--- src/rtl/cache_pkg.sv ---
// Constants and FSM state type shared by the data cache and its main-memory model.
package cache_pkg;

   localparam int unsigned WORD        = 32;
   localparam int unsigned ADDRESSL    = 15;
   localparam int unsigned BLOCK_BITS  = 2;
   localparam int unsigned BLOCK_WORDS = 1 << BLOCK_BITS;
   localparam int unsigned BADDR_W     = ADDRESSL - BLOCK_BITS;

   typedef enum logic {
      IDLE,
      WAIT
   } state_t;

endpackage

--- src/rtl/latency_counter.sv ---
// Loadable down-counter with a zero flag; load takes priority over decrement.
module latency_counter #(
   parameter int unsigned W = 8
) (
   input  logic         i_clk,
   input  logic         i_rst,
   input  logic         i_load,
   input  logic [W-1:0] i_load_val,
   input  logic         i_dec,
   output logic         o_zero
);

   logic [W-1:0] r_count;

   always_ff @(posedge i_clk or posedge i_rst) begin
      if (i_rst)
         r_count <= '0;
      else if (i_load)
         r_count <= i_load_val;
      else if (i_dec && (r_count != '0))
         r_count <= r_count - 1'b1;
   end

   assign o_zero = (r_count == '0);

endmodule

--- src/rtl/block_memory.sv ---
// Main-memory model serving whole-block refills after a fixed latency.
// Contents are address-as-data and never written, so storage is a ROM lookup.
module block_memory #(
   parameter int unsigned WORD       = cache_pkg::WORD,
   parameter int unsigned ADDRESSL   = cache_pkg::ADDRESSL,
   parameter int unsigned BLOCK_BITS = cache_pkg::BLOCK_BITS,
   parameter int unsigned LATENCY    = 4,
   parameter int unsigned CNTW       = 16
) (
   input  logic                             clk,
   input  logic                             rst,
   input  logic                             read_req,
   input  logic [ADDRESSL-BLOCK_BITS-1:0]   block_addr,
   output logic [WORD*(2**BLOCK_BITS)-1:0]  block_data,
   output logic                             data_valid,
   output logic                             busy,
   output logic [CNTW-1:0]                  read_count
);
   import cache_pkg::*;

   localparam int unsigned NWORDS = 2 ** BLOCK_BITS;

   state_t                          r_state, w_next;
   logic [ADDRESSL-BLOCK_BITS-1:0]  r_addr;
   logic [WORD*NWORDS-1:0]          r_data, w_block;
   logic                            r_valid, r_busy;
   logic [CNTW-1:0]                 r_count;
   logic                            w_zero, w_accept, w_complete;

   function automatic logic [WORD-1:0] mem_word(input logic [ADDRESSL-1:0] a);
      return WORD'(a);
   endfunction

   always_ff @(posedge clk or posedge rst) begin
      if (rst) r_state <= IDLE;
      else     r_state <= w_next;
   end

   always_comb begin
      w_next = r_state;
      case (r_state)
         IDLE:    if (read_req) w_next = WAIT;
         WAIT:    if (w_zero)   w_next = IDLE;
         default: w_next = IDLE;
      endcase
   end

   always_comb begin
      w_accept   = (r_state == IDLE) && read_req;
      w_complete = (r_state == WAIT) && w_zero;
   end

   latency_counter #(.W(8)) u_lat (
      .i_clk      (clk),
      .i_rst      (rst),
      .i_load     (w_accept),
      .i_load_val (8'(LATENCY - 1)),
      .i_dec      (r_state == WAIT),
      .o_zero     (w_zero)
   );

   always_comb begin
      w_block = '0;
      for (int unsigned k = 0; k < NWORDS; k++)
         w_block[WORD*k +: WORD] = mem_word({r_addr, BLOCK_BITS'(k)});
   end

   always_ff @(posedge clk or posedge rst) begin
      if (rst) begin
         r_addr  <= '0;
         r_busy  <= 1'b0;
         r_valid <= 1'b0;
         r_data  <= '0;
         r_count <= '0;
      end else begin
         r_valid <= w_complete;
         if (w_accept) begin
            r_addr <= block_addr;
            r_busy <= 1'b1;
         end else if (w_complete) begin
            r_busy <= 1'b0;
         end
         if (w_complete) begin
            r_data <= w_block;
            if (r_count != '1) r_count <= r_count + 1'b1;
         end
      end
   end

   assign block_data = r_data;
   assign data_valid = r_valid;
   assign busy       = r_busy;
   assign read_count = r_count;

endmodule
--- config.mk ---
export PLATFORM = sky130hd
export DESIGN_NAME = block_memory
export DESIGN_NICKNAME = d
export VERILOG_FILES = /design/src/rtl/cache_pkg.sv /design/src/rtl/latency_counter.sv /design/src/rtl/block_memory.sv
export SDC_FILE = /design/constraint.sdc
export NUM_CORES = 1
export LEC_CHECK = 0
export CAP_MARGIN = 20
export CORE_AREA = 2 2 90 92
export CTS_CLUSTER_SIZE = 14
export DETAILED_ROUTE_END_ITERATION = 8
export DIE_AREA = 0 0 92 94
export PLACE_DENSITY = 0.86
export SYNTH_ARGS = -nofsm -noshare
export SYNTH_HDL_FRONTEND = slang
export SYNTH_SLANG_ARGS = --single-unit
export TNS_END_PERCENT = 1
--- constraint.sdc ---
create_clock -name clk -period 4.7 [get_ports clk]
set_input_delay 0.47 -clock clk [delete_from_list [all_inputs] [get_ports clk]]
set_output_delay 0.47 -clock clk [all_outputs]
set_load 0.05 [all_outputs]
## Word level (Yosys, flattened, before mapping)

Index checks and enable logic that the tools add are counted.

| cells by class | value |
|---|---|
| mux-type cells | 7 |
| $lt $le $gt $ge | 0 |
| shift-type cells | 0 |
| $mul | 0 |
| add/subtract/negate cells | 2 |
| equality and inequality tests | 1 |
| divide/modulo/power cells | 0 |
| bitwise operators | 1 |
| reduce and logical (&&, ||, !) cells | 8 |

Operators with widths:

| operator | count |
|---|---|
| 16-bit by 1-bit adder with 16-bit output (second input constant) | 1 |
| 8-bit two-way mux | 2 |
| 16-bit inequality test (second input constant) | 1 |
| 8-bit logical NOT | 1 |
| 8-bit nonzero test | 1 |
| 8-bit by 1-bit subtractor with 8-bit output (second input constant) | 1 |
| 1-bit two-way mux | 4 |
| 2-bit nonzero test | 2 |
| 1-bit logical AND | 3 |
| 1-bit one-hot mux with 2 select lines | 1 |
| 2-bit AND reduction | 1 |
| 1-bit inverter | 1 |

| storage, ports and cells | value |
|---|---|
| logic and storage cells | 26 |
| latch bits | 0 |
| memories kept | 0 |
| output and inout port bits | 146 |
| bits of input ports | 16 |
| ROM bits | 0 |
| bits in writable memories | 0 |
| register bits after elaboration | 96 |

## Depth between registers and ports, before layout

Gate-level depths: netlist of the first run.

| logic depth | value |
|---|---|
| depth in word-level cells | 4 |
| mapped depth | 8 |
| mapped depth without buffers | 7 |

## By module

From an unflattened synthesis of the first run, not the netlist that was laid out.

| second synthesis, totals | value |
|---|---|
| cells, all modules | 309 |
| area, all modules | 3269.4 µm² |

By module, submodules not included:

| module | area each (µm²) | seq. area each (µm²) | cells each | times used |
|---|---|---|---|---|
| block_memory | 2773.9 | 1151.1 | 256 | 1 |
| latency_counter | 495.5 | 200.2 | 53 | 1 |

## Worst setup path after synthesis of the first run

No wires, ideal clock.

| timing | value |
|---|---|
| path kind | register -> register |
| start | reg r_count[8], in the netlist read_count[8] |
| end | reg r_count[1], in the netlist read_count[1] |
| data arrival time | 1.875 ns |
| stages on the path, launching flop included | 5 |
| setup time | 0.128 ns |
| required time | 4.572 ns |
| clock period less this slack | 2.002 ns |
| slack | 2.698 ns |
| buffers on the path | 0 |
| cell sequence | dfrtp_1 > nand4_2 > nor3_4 > a21o_1 > mux2_1 |

| on the way | value |
|---|---|
| longest elaborated chain between the ends | 2 |

Ends and longest elaborated chain:

| element | line | source |
|---|---|---|
| start: declaration | block_memory.sv:27 | `logic [CNTW-1:0] r_count;` |
| start signal: assignment | block_memory.sv:85 | `if (r_count != '1) r_count <= r_count + 1'b1;` |
| 16-bit inequality test | block_memory.sv:85 |  |
| 2-bit AND reduction (no line) | n/a |  |

No other way between the ends.
A chain may end at the register's enable or synchronous reset.

## Worst setup path after layout of the first run

| timing | value |
|---|---|
| start | reg u_lat.r_count[0] |
| end | reg r_count[14], in the netlist read_count[14] |

| on the way | value |
|---|---|
| longest elaborated chain between the ends | 3 |

Ends and longest elaborated chain:

| element | line | source |
|---|---|---|
| start: declaration | latency_counter.sv:13 | `logic [W-1:0] r_count;` |
| start signal: assignment | latency_counter.sv:19 | `r_count <= i_load_val;` |
| start signal: assignment | latency_counter.sv:21 | `r_count <= r_count - 1'b1;` |
| 8-bit logical NOT | latency_counter.sv:24 | `assign o_zero = (r_count == '0);` |
| 1-bit logical AND | block_memory.sv:50 | `w_complete = (r_state == WAIT) && w_zero;` |
| 2-bit AND reduction (no line) | n/a |  |

No other way between the ends.

==> out/metrics.yaml, run 1 <==
finish:
  final_cell_mix: "89 x clkdlybuf4s50_1, 86 x nand2_1, 72 x conb_1"
  layout_commonest_cell: "clkdlybuf4s50_1"
  fill_cells: 701
  drive_gt1_frac: 0.07286
  diodes: 0
  seq_area_sq_um: 1351
  areaGrowthSynthToFinish_pct: 16.55
  finalNetCount: 416
  multiInputGateArea_sq_um: 1274
  fin_util: 0.5005
  final_area_sq_um: 3807
clock_tree:
  cts-resized-gates: 0
  htreeDepth: 2
  clk_pin_slew_worst_paths_ns: 0.10
  cts_tree: "yes"
  cts_hold_buf: 0
  numCtsBuffers: 5
  cts.sinks: 54
  post_cts_buffers: 0
  insertion_delay_ns: 0.31
  clock_path_buffers: 2
  root_buffer: "clkbuf_8"
sta:
  rsz0062_at_grt: "false"
  period_share: 0.4673
  max_freq_mhz: 455.3
  slew_viol_final: 0
  slew-limit-headroom: 0.4863
  fin_skew_ns: 0.01037
  setup_viol: 0
  setup-tns-final_ns: 0
  worst_slew_pin_slew_ns: 0.7706
  fin_crit_ns: 2.196
  holdWs_ns: 0.4728
  hold_viol_final: 0
yosys:
  yosys_warnings: 0
  synth-compound-area-share: 0.05400
  syn_area_sq_um: 3267
  synth.top_cell.area_share: 0.4136
  synth-xor-area-share: 0.03485
  syn_inst: 348
  synth_simple_gate_area_frac: 0.1888
  synth_top_family_by_area: "buffers and inverters"
  synth.distinct_cells: 46
  avgSynthCellArea_sq_um: 9.388
  ys_ff_latch: 54
  ys_top_cells_by_area: "dfrtp_1 41%, buf_4 26%, nand2_1 9.9%"
  yosys.area.top_type: "dfrtp_1"
  synthAdderAreaFrac: 0.01149
  synth_mux_area_frac: 0.01800
  yosysSeqAreaShare: 0.4136
placement:
  gp_congestion: 0.7758
  placement.io_buffers: 89
  placed_area_sq_um: 3690
  post-dp-hpwl_mm: 4.580
hold_path:
  hp-class: "flip-flop to flip-flop"
job:
  maxCapViolCount: 0
global_routing:
  grt_pass1_wl_mm: 9.584
  grt_pass1_vias: 1966
  grt_max_degree: 34
  track_usage: 0.1372
  antenna_found_initial: 0
  overflow: 0
die:
  initial_core_util: 0.4294
  core_area_sq_um: 7607
  die_x_microns: 92
  dieArea_sq_um: 8648
  io_pins: 162
  die_y_microns: 94
  rows: 32
route:
  drt_iter0_markers: 139
  vias: 2223
  wl_per_cell_microns: 12.10
  wirelength_mm: 6.051
  drtAntennaViolNets: 0
  firstDrtPassIters: 5
  via_per_inst: 4.446
  drc_errors: 0
setup_path:
  end_kind: "flip-flop"
  r2r_setup_slack_ns: 2.50
  cp-start-kind: "flip-flop"
  crit_path_start: "u_lat.r_count[0]"
  cp.required_ns: 4.90
  crit_chain: "inv_1, ha_1, and4bb_2, nand2_2, nor4_1, mux2_2"
  critPathKind: "flip-flop to flip-flop"
  reg2reg_depth: 6
  critPathArrivalTime_ns: 2.40
  critPathSlowestCell: "dfrtp_1"
  r2r-start: "u_lat.r_count[0]"
  worstPathMaxFanout: 26
  cp-endpoint: "read_count[14]"
  r2r-end: "read_count[14]"
  critPathMaxStageDelay_ns: 0.43
power:
  powerDensity_nw_per_um2: 245.8
  ir_worst_vdd_v: 0.0001247
  power.leakage_nw: 1.836
  power_mw: 0.9360
outcome:
  status: "finished, final reports clean"
==> state kept, by name, indices dropped and copies added, names as in the netlist <==
name / count
block_data: 14
busy: 1
data_valid: 1
r_addr: 13
r_state: 1
read_count: 16
u_lat.r_count: 8
==> layer usage <==
metal  GRT usage  share of wire  vias up
met5           0              0        -
met1      0.1742           0.39     1055
met3     0.04013          0.090        7
li1            -              -     1045
met2      0.2347           0.51      116
met4     0.02736         0.0086        0
==> through the flow <==
stage / cells / setup WS (ns)
final: 500 / 2.504
after global routing: 500 / 2.330
after CTS: 499 / 2.502
after detailed placement: 491 / 2.394
after global placement: 490 / 2.529
after floorplan: 419 / 2.698
==> report_power, final <==
part | switching [mW] | total (mW) | internal, mW
sequential | 0.00310 | 0.473 | 0.470
combinational | 0.139 | 0.154 | 0.0150
clock | 0.150 | 0.309 | 0.159
==> worst max-delay path: cells and delay by family (launching register included) <==
| family | cells | cell delay (ns) |
|---|---|---|
| flip-flops | 1 | 0.43 |
| buffers and inverters | 1 | 0.13 |
| multiplexers | 1 | 0.37 |
| AND/OR/NAND/NOR | 3 | 0.97 |
| adder cells (fa/ha/maj) | 1 | 0.19 |
==> cell families (layout without fill, tap and decap cells) <==
kind of cell | count (synthesis) | count (layout)
buffers and inverters | 127 | 106
adder cells (fa/ha/maj) | 3 | 3
AO/OA/AOI/OAI | 20 | 20
AND/OR/NAND/NOR | 125 | 125
XOR/XNOR | 13 | 13
multiplexers | 5 | 5
flip-flops | 54 | 54
other | 1 | 72
==> cell type report <==
class / instances / area share
flip-flops and latches: 54 / 0.3549
multi-input cells: 238 / 0.3345
repair buffers: 91 / 0.2412
well taps: 102 / 0.03352
clock buffers: 6 / 0.01906
clock inverters: 2 / 0.009859
inverters: 7 / 0.006901
==> cells in the mapped netlist, drive strengths merged <==
| library cell | n |
|---|---|
| buf | 117 |
| nand2 | 88 |
| dfrtp | 54 |
| xor2 | 10 |
| nor4 | 9 |
| inv | 7 |
| nand3 | 5 |
| a211oi | 4 |
| mux2 | 4 |
| nand4 | 4 |
| nor2 | 4 |
| o21ai | 4 |
| clkbuf | 3 |
| ha | 3 |
| nand2b | 3 |
| nor3 | 3 |
| xnor2 | 3 |
| and2 | 2 |
| and4bb | 2 |
| o211ai | 2 |
| o311ai | 2 |
| o41ai | 2 |
| or4 | 2 |
| a2111oi | 1 |
| a21o | 1 |
| a22o | 1 |
| and4 | 1 |
| conb | 1 |
| mux2i | 1 |
| nor2b | 1 |
| o21bai | 1 |
| o31a | 1 |
| o31ai | 1 |
| or3b | 1 |
==> worst min-delay path by stage <==
| stage | start | endpoint | cells past startpoint |
|---|---|---|---|
| 5_1_grt | r_addr[4] | block_data[102] | 2 |
| 6_report | r_addr[1] | block_data[99] | 2 |
| 3_5_place_dp | r_addr[1] | block_data[99] | 2 |
| 3_3_place_gp | r_addr[6] | block_data[104] | 2 |
| 4_1_cts | r_addr[1] | block_data[99] | 2 |
| 2_1_floorplan | r_addr[2] | block_data[100] | 2 |
(Power assumes the default switching activity.)
==> run 2, diff against run 1 <==
Settings changed: CORE_AREA 2 2 90 92 to 2 2 93 95, DIE_AREA 0 0 92 94 to 0 0 95 97, PLACE_DENSITY 0.86 to 0.82.
Clock period 4.7 ns to 2.2 ns, I/O delays scaled along.
==> out/metrics.yaml, run 2 (same netlist as run 1, synthesis figures left out) <==
outcome:
  status: "finished, final reports clean"
clock_tree:
  clock_path_buffers: 2
  cts.sinks: 54
  htreeDepth: 2
  cts_hold_buf: 0
  cts-resized-gates: 0
  numCtsBuffers: 5
  cts_tree: "yes"
  post_cts_buffers: 0
  clk_pin_slew_worst_paths_ns: 0.09
  insertion_delay_ns: 0.30
  root_buffer: "clkbuf_8"
job:
  maxCapViolCount: 0
setup_path:
  r2r-end: "read_count[14]"
  r2r_setup_slack_ns: 0.15
  cp.required_ns: 2.38
  critPathArrivalTime_ns: 2.23
  end_kind: "flip-flop"
  reg2reg_depth: 6
  cp-start-kind: "flip-flop"
  critPathKind: "flip-flop to flip-flop"
  worstPathMaxFanout: 9
  r2r-start: "u_lat.r_count[0]"
route:
  drc_errors: 0
  drtAntennaViolNets: 0
  wirelength_mm: 6.119
  via_per_inst: 4.373
  wl_per_cell_microns: 12.07
  drt_iter0_markers: 111
  vias: 2217
  firstDrtPassIters: 5
die:
  die_y_microns: 97
  initial_core_util: 0.4016
  rows: 33
  die_x_microns: 95
  core_area_sq_um: 8134
  io_pins: 162
  dieArea_sq_um: 9215
sta:
  setup_viol: 0
  rsz0062_at_grt: "false"
  hold_viol_final: 0
  slew_viol_final: 0
  period_share: 0.9301
  slew-limit-headroom: 0.6344
  fin_crit_ns: 2.046
  setup-tns-final_ns: 0
  max_freq_mhz: 488.7
  worst_slew_pin_slew_ns: 0.5443
  fin_skew_ns: 0.004749
  holdWs_ns: 0.2686
hold_path:
  hp-class: "input port to async pin"
global_routing:
  grt_max_degree: 33
  grt_pass1_wl_mm: 9.646
  grt_pass1_vias: 2026
  antenna_found_initial: 0
  track_usage: 0.1291
  overflow: 0
finish:
  drive_gt1_frac: 0.08458
  fill_cells: 743
  layout_commonest_cell: "clkdlybuf4s50_1"
  seq_area_sq_um: 1351
  largest_reg_flops: 16
  multiInputGateArea_sq_um: 1274
  finalNetCount: 420
  areaGrowthSynthToFinish_pct: 17.12
  diodes: 0
  final_cell_mix: "89 x clkdlybuf4s50_1, 86 x nand2_1, 72 x conb_1"
power:
  powerDensity_nw_per_um2: 496.9
  power.leakage_nw: 1.851
  ir_worst_vdd_v: 0.0002333
placement:
  gp_congestion: 0.8331
  placement.io_buffers: 89
  post-dp-hpwl_mm: 4.756
## run 2: through the flow
stage	power, mW	util	setup slack [ns]	instances	cell area (sq um)
3_3_place_gp	1.358	0.4587	0.2781	499	3731
6_report	1.901	0.4704	0.1537	507	3826
2_1_floorplan	1.418	-	0.1977	419	3533
4_1_cts	1.917	0.4704	0.1681	507	3826
5_1_grt	1.988	0.4704	0.05230	507	3826
3_5_place_dp	1.359	0.4587	0.1866	499	3731
## run 2: final cells by class
class | count | area share
flip-flops and latches | 54 | 0.3532
multi-input cells | 238 | 0.3329
repair buffers | 95 | 0.2479
well taps | 105 | 0.03434
clock buffers | 6 | 0.02158
inverters | 7 | 0.006867
clock inverters | 2 | 0.003270
## run 2: power by group
part	internal [mW]	leakage, nW	total [mW]	switching, mW
clock network	0.254	0.0472	0.562	0.308
logic	0.0321	1.09	0.329	0.297
registers	1.00	0.715	1.01	0.00656
total	1.29	1.85	1.90	0.612
## run 2: critical path, cell delays in order (launching register included)
cell,delay [ns]
dfrtp_1,0.42
inv_1,0.14
ha_1,0.19
and4bb_2,0.25
nand2_2,0.13
nor4_1,0.42
mux2_2,0.38
## run 2: per-layer routing
layer / GRT usage / vias to the layer above / wire length [microns]
li1: - / 1052 / -
met1: 0.1565 / 1061 / 2474
met2: 0.2280 / 102 / 3182
met3: 0.02414 / 2 / 415
met4: 0.04013 / 0 / 46
met5: 0 / - / 0
## run 2: how the worst max path moves through the flow
| stage | from | slack (ns) | cells past startpoint | end |
|---|---|---|---|---|
| detailed placement | u_lat.r_count[0] | 0.19 | 6 | read_count[14] |
| global route | u_lat.r_count[0] | 0.05 | 7 | read_count[12] |
| global placement | u_lat.r_count[0] | 0.28 | 6 | read_count[14] |
| floorplan | read_count[8] | 0.20 | 4 | read_count[1] |
| finish | u_lat.r_count[0] | 0.15 | 6 | read_count[14] |
| CTS | u_lat.r_count[0] | 0.17 | 6 | read_count[14] |
==> run 3, diff against run 2 <==
Clock period 2.2 ns to 2 ns, I/O delays scaled along.
==> out/metrics.yaml, run 3 (same netlist as run 1, synthesis figures left out) <==
outcome:
  status: "finished, final reports clean"
sta:
  hold_viol_final: 0
  setup_viol: 0
  worst_slew_pin_slew_ns: 0.5134
  setup_slack_ns: 0.08353
  fin_crit_ns: 1.916
  max_freq_mhz: 521.8
  period_share: 0.9582
  slew-limit-headroom: 0.6566
  slew_viol_final: 0
  fin_skew_ns: 0.01061
  rsz0062_at_grt: "true"
clock_tree:
  numCtsBuffers: 5
  htreeDepth: 2
  cts.sinks: 54
  clk_pin_slew_worst_paths_ns: 0.10
  insertion_delay_ns: 0.30
  cts_tree: "yes"
  clock_path_buffers: 2
  root_buffer: "clkbuf_8"
route:
  drt_iter0_markers: 86
  wl_met3_microns: 494
  vias: 2236
  drtAntennaViolNets: 0
  wl_met2_mm: 3.161
  firstDrtPassIters: 4
  drc_errors: 0
  wl_met1_mm: 2.258
  top_layer_used: "met4"
  wl_per_cell_microns: 11.78
  via_per_inst: 4.367
  wirelength_mm: 6.031
setup_path:
  critPathMaxStageDelay_ns: 0.61
  critPathArrivalTime_ns: 2.12
  cp.required_ns: 2.20
  end_kind: "flip-flop"
  crit_chain: "or4_4, nor4_2, mux2_2, a22o_1"
  worstPathMaxFanout: 8
  r2r-end: "u_lat.r_count[7]"
  reg2reg_depth: 4
  r2r-start: "u_lat.r_count[2]"
  cp-start-kind: "flip-flop"
  critPathKind: "flip-flop to flip-flop"
  critPathSlowestCell: "or4_4"
  r2r_setup_slack_ns: 0.08
finish:
  areaGrowthSynthToFinish_pct: 20.84
  diodes: 0
  largest_reg_flops: 16
  drive_gt1_frac: 0.1081
  finalNetCount: 425
  fin_util: 0.4853
  fill_cells: 743
  final_cell_mix: "89 x clkdlybuf4s50_1, 86 x nand2_1, 72 x conb_1"
  layout_commonest_cell: "clkdlybuf4s50_1"
die:
  core_area_sq_um: 8134
  die_x_microns: 95
  dieArea_sq_um: 9215
  io_pins: 162
  die_y_microns: 97
  rows: 33
  initial_core_util: 0.4016
power:
  powerDensity_nw_per_um2: 595.1
  power.leakage_nw: 1.888
  ir_worst_vdd_v: 0.0003944
job:
  maxCapViolCount: 0
global_routing:
  grt_max_degree: 38
  grt_pass1_wl_mm: 9.321
  grt_pass1_vias: 2007
  overflow: 0
  antenna_found_initial: 0
  track_usage: 0.1265
placement:
  post-dp-hpwl_mm: 4.619
  gp_congestion: 0.8175
  placement.io_buffers: 89
  dp_slack_ns: 0.05225
hold_path:
  hp-class: "input port to async pin"
[run 3: worst max path at each step]
stage	cells past startpoint	slack, ns	end	from
2_1_floorplan	4	0.01	read_count[1]	read_count[6]
3_3_place_gp	6	0.12	u_lat.r_count[0]	u_lat.r_count[0]
3_5_place_dp	6	0.05	u_lat.r_count[0]	u_lat.r_count[0]
4_1_cts	6	0.02	u_lat.r_count[0]	u_lat.r_count[0]
5_1_grt	8	-0.03	block_data[103]	u_lat.r_count[1]
6_report	4	0.08	u_lat.r_count[7]	u_lat.r_count[2]
[run 3: final cells by class]
type | instances | area, sq um | share of cell area
Clock buffer | 6 | 82.58 | 0.02092
Clock inverter | 2 | 60.06 | 0.01521
Inverter | 7 | 30.03 | 0.007607
Multi-Input combinational cell | 238 | 1304 | 0.3303
Sequential cell | 54 | 1354 | 0.3429
Tap cell | 105 | 131.4 | 0.03328
Timing Repair Buffer | 100 | 985.9 | 0.2498
[run 3: worst max-delay path, delay by kind of cell, from the launching register on]
kind	cells	cell delay (ns)
and+or+nand+nor	2	0.79
AOI/OAI and AO/OA	1	0.19
muxes	1	0.37
DFF	1	0.47
[run 3: timing repair]
action | CTS | global route
resized for setup | 0 | 7
buffers inserted | 0 | 2
endpoints found under the setup margin | 0 | 16
hold endpoints to repair | 0 | 0
hold buffers | 0 | 0
[run 3: metal layers]
layer	GRT usage	vias to the layer above
met5	0	-
met4	0.04905	0
met3	0.02960	10
met2	0.2264	120
met1	0.1425	1043
li1	-	1063
[run 3: power breakdown]
group | total, mW | internal [mW] | switching (mW)
logic | 0.363 | 0.0353 | 0.328
clock network | 0.875 | 0.533 | 0.341
registers | 1.11 | 1.10 | 0.00709
[run 3: through the flow]
stage | power (mW) | area (sq um) | setup TNS (ns) | std cells | hold slack, ns
final | 2.349 | 3948 | 0 | 512 | 0.2047
after global placement | 1.494 | 3755 | 0 | 502 | 0.4448
after CTS | 2.369 | 3897 | 0 | 510 | 0.2116
after floorplan | 1.560 | 3535 | 0 | 419 | 0.3054
after detailed placement | 1.495 | 3755 | 0 | 502 | 0.4506
after global routing | 2.436 | 3948 | -0.08269 | 512 | 0.2334
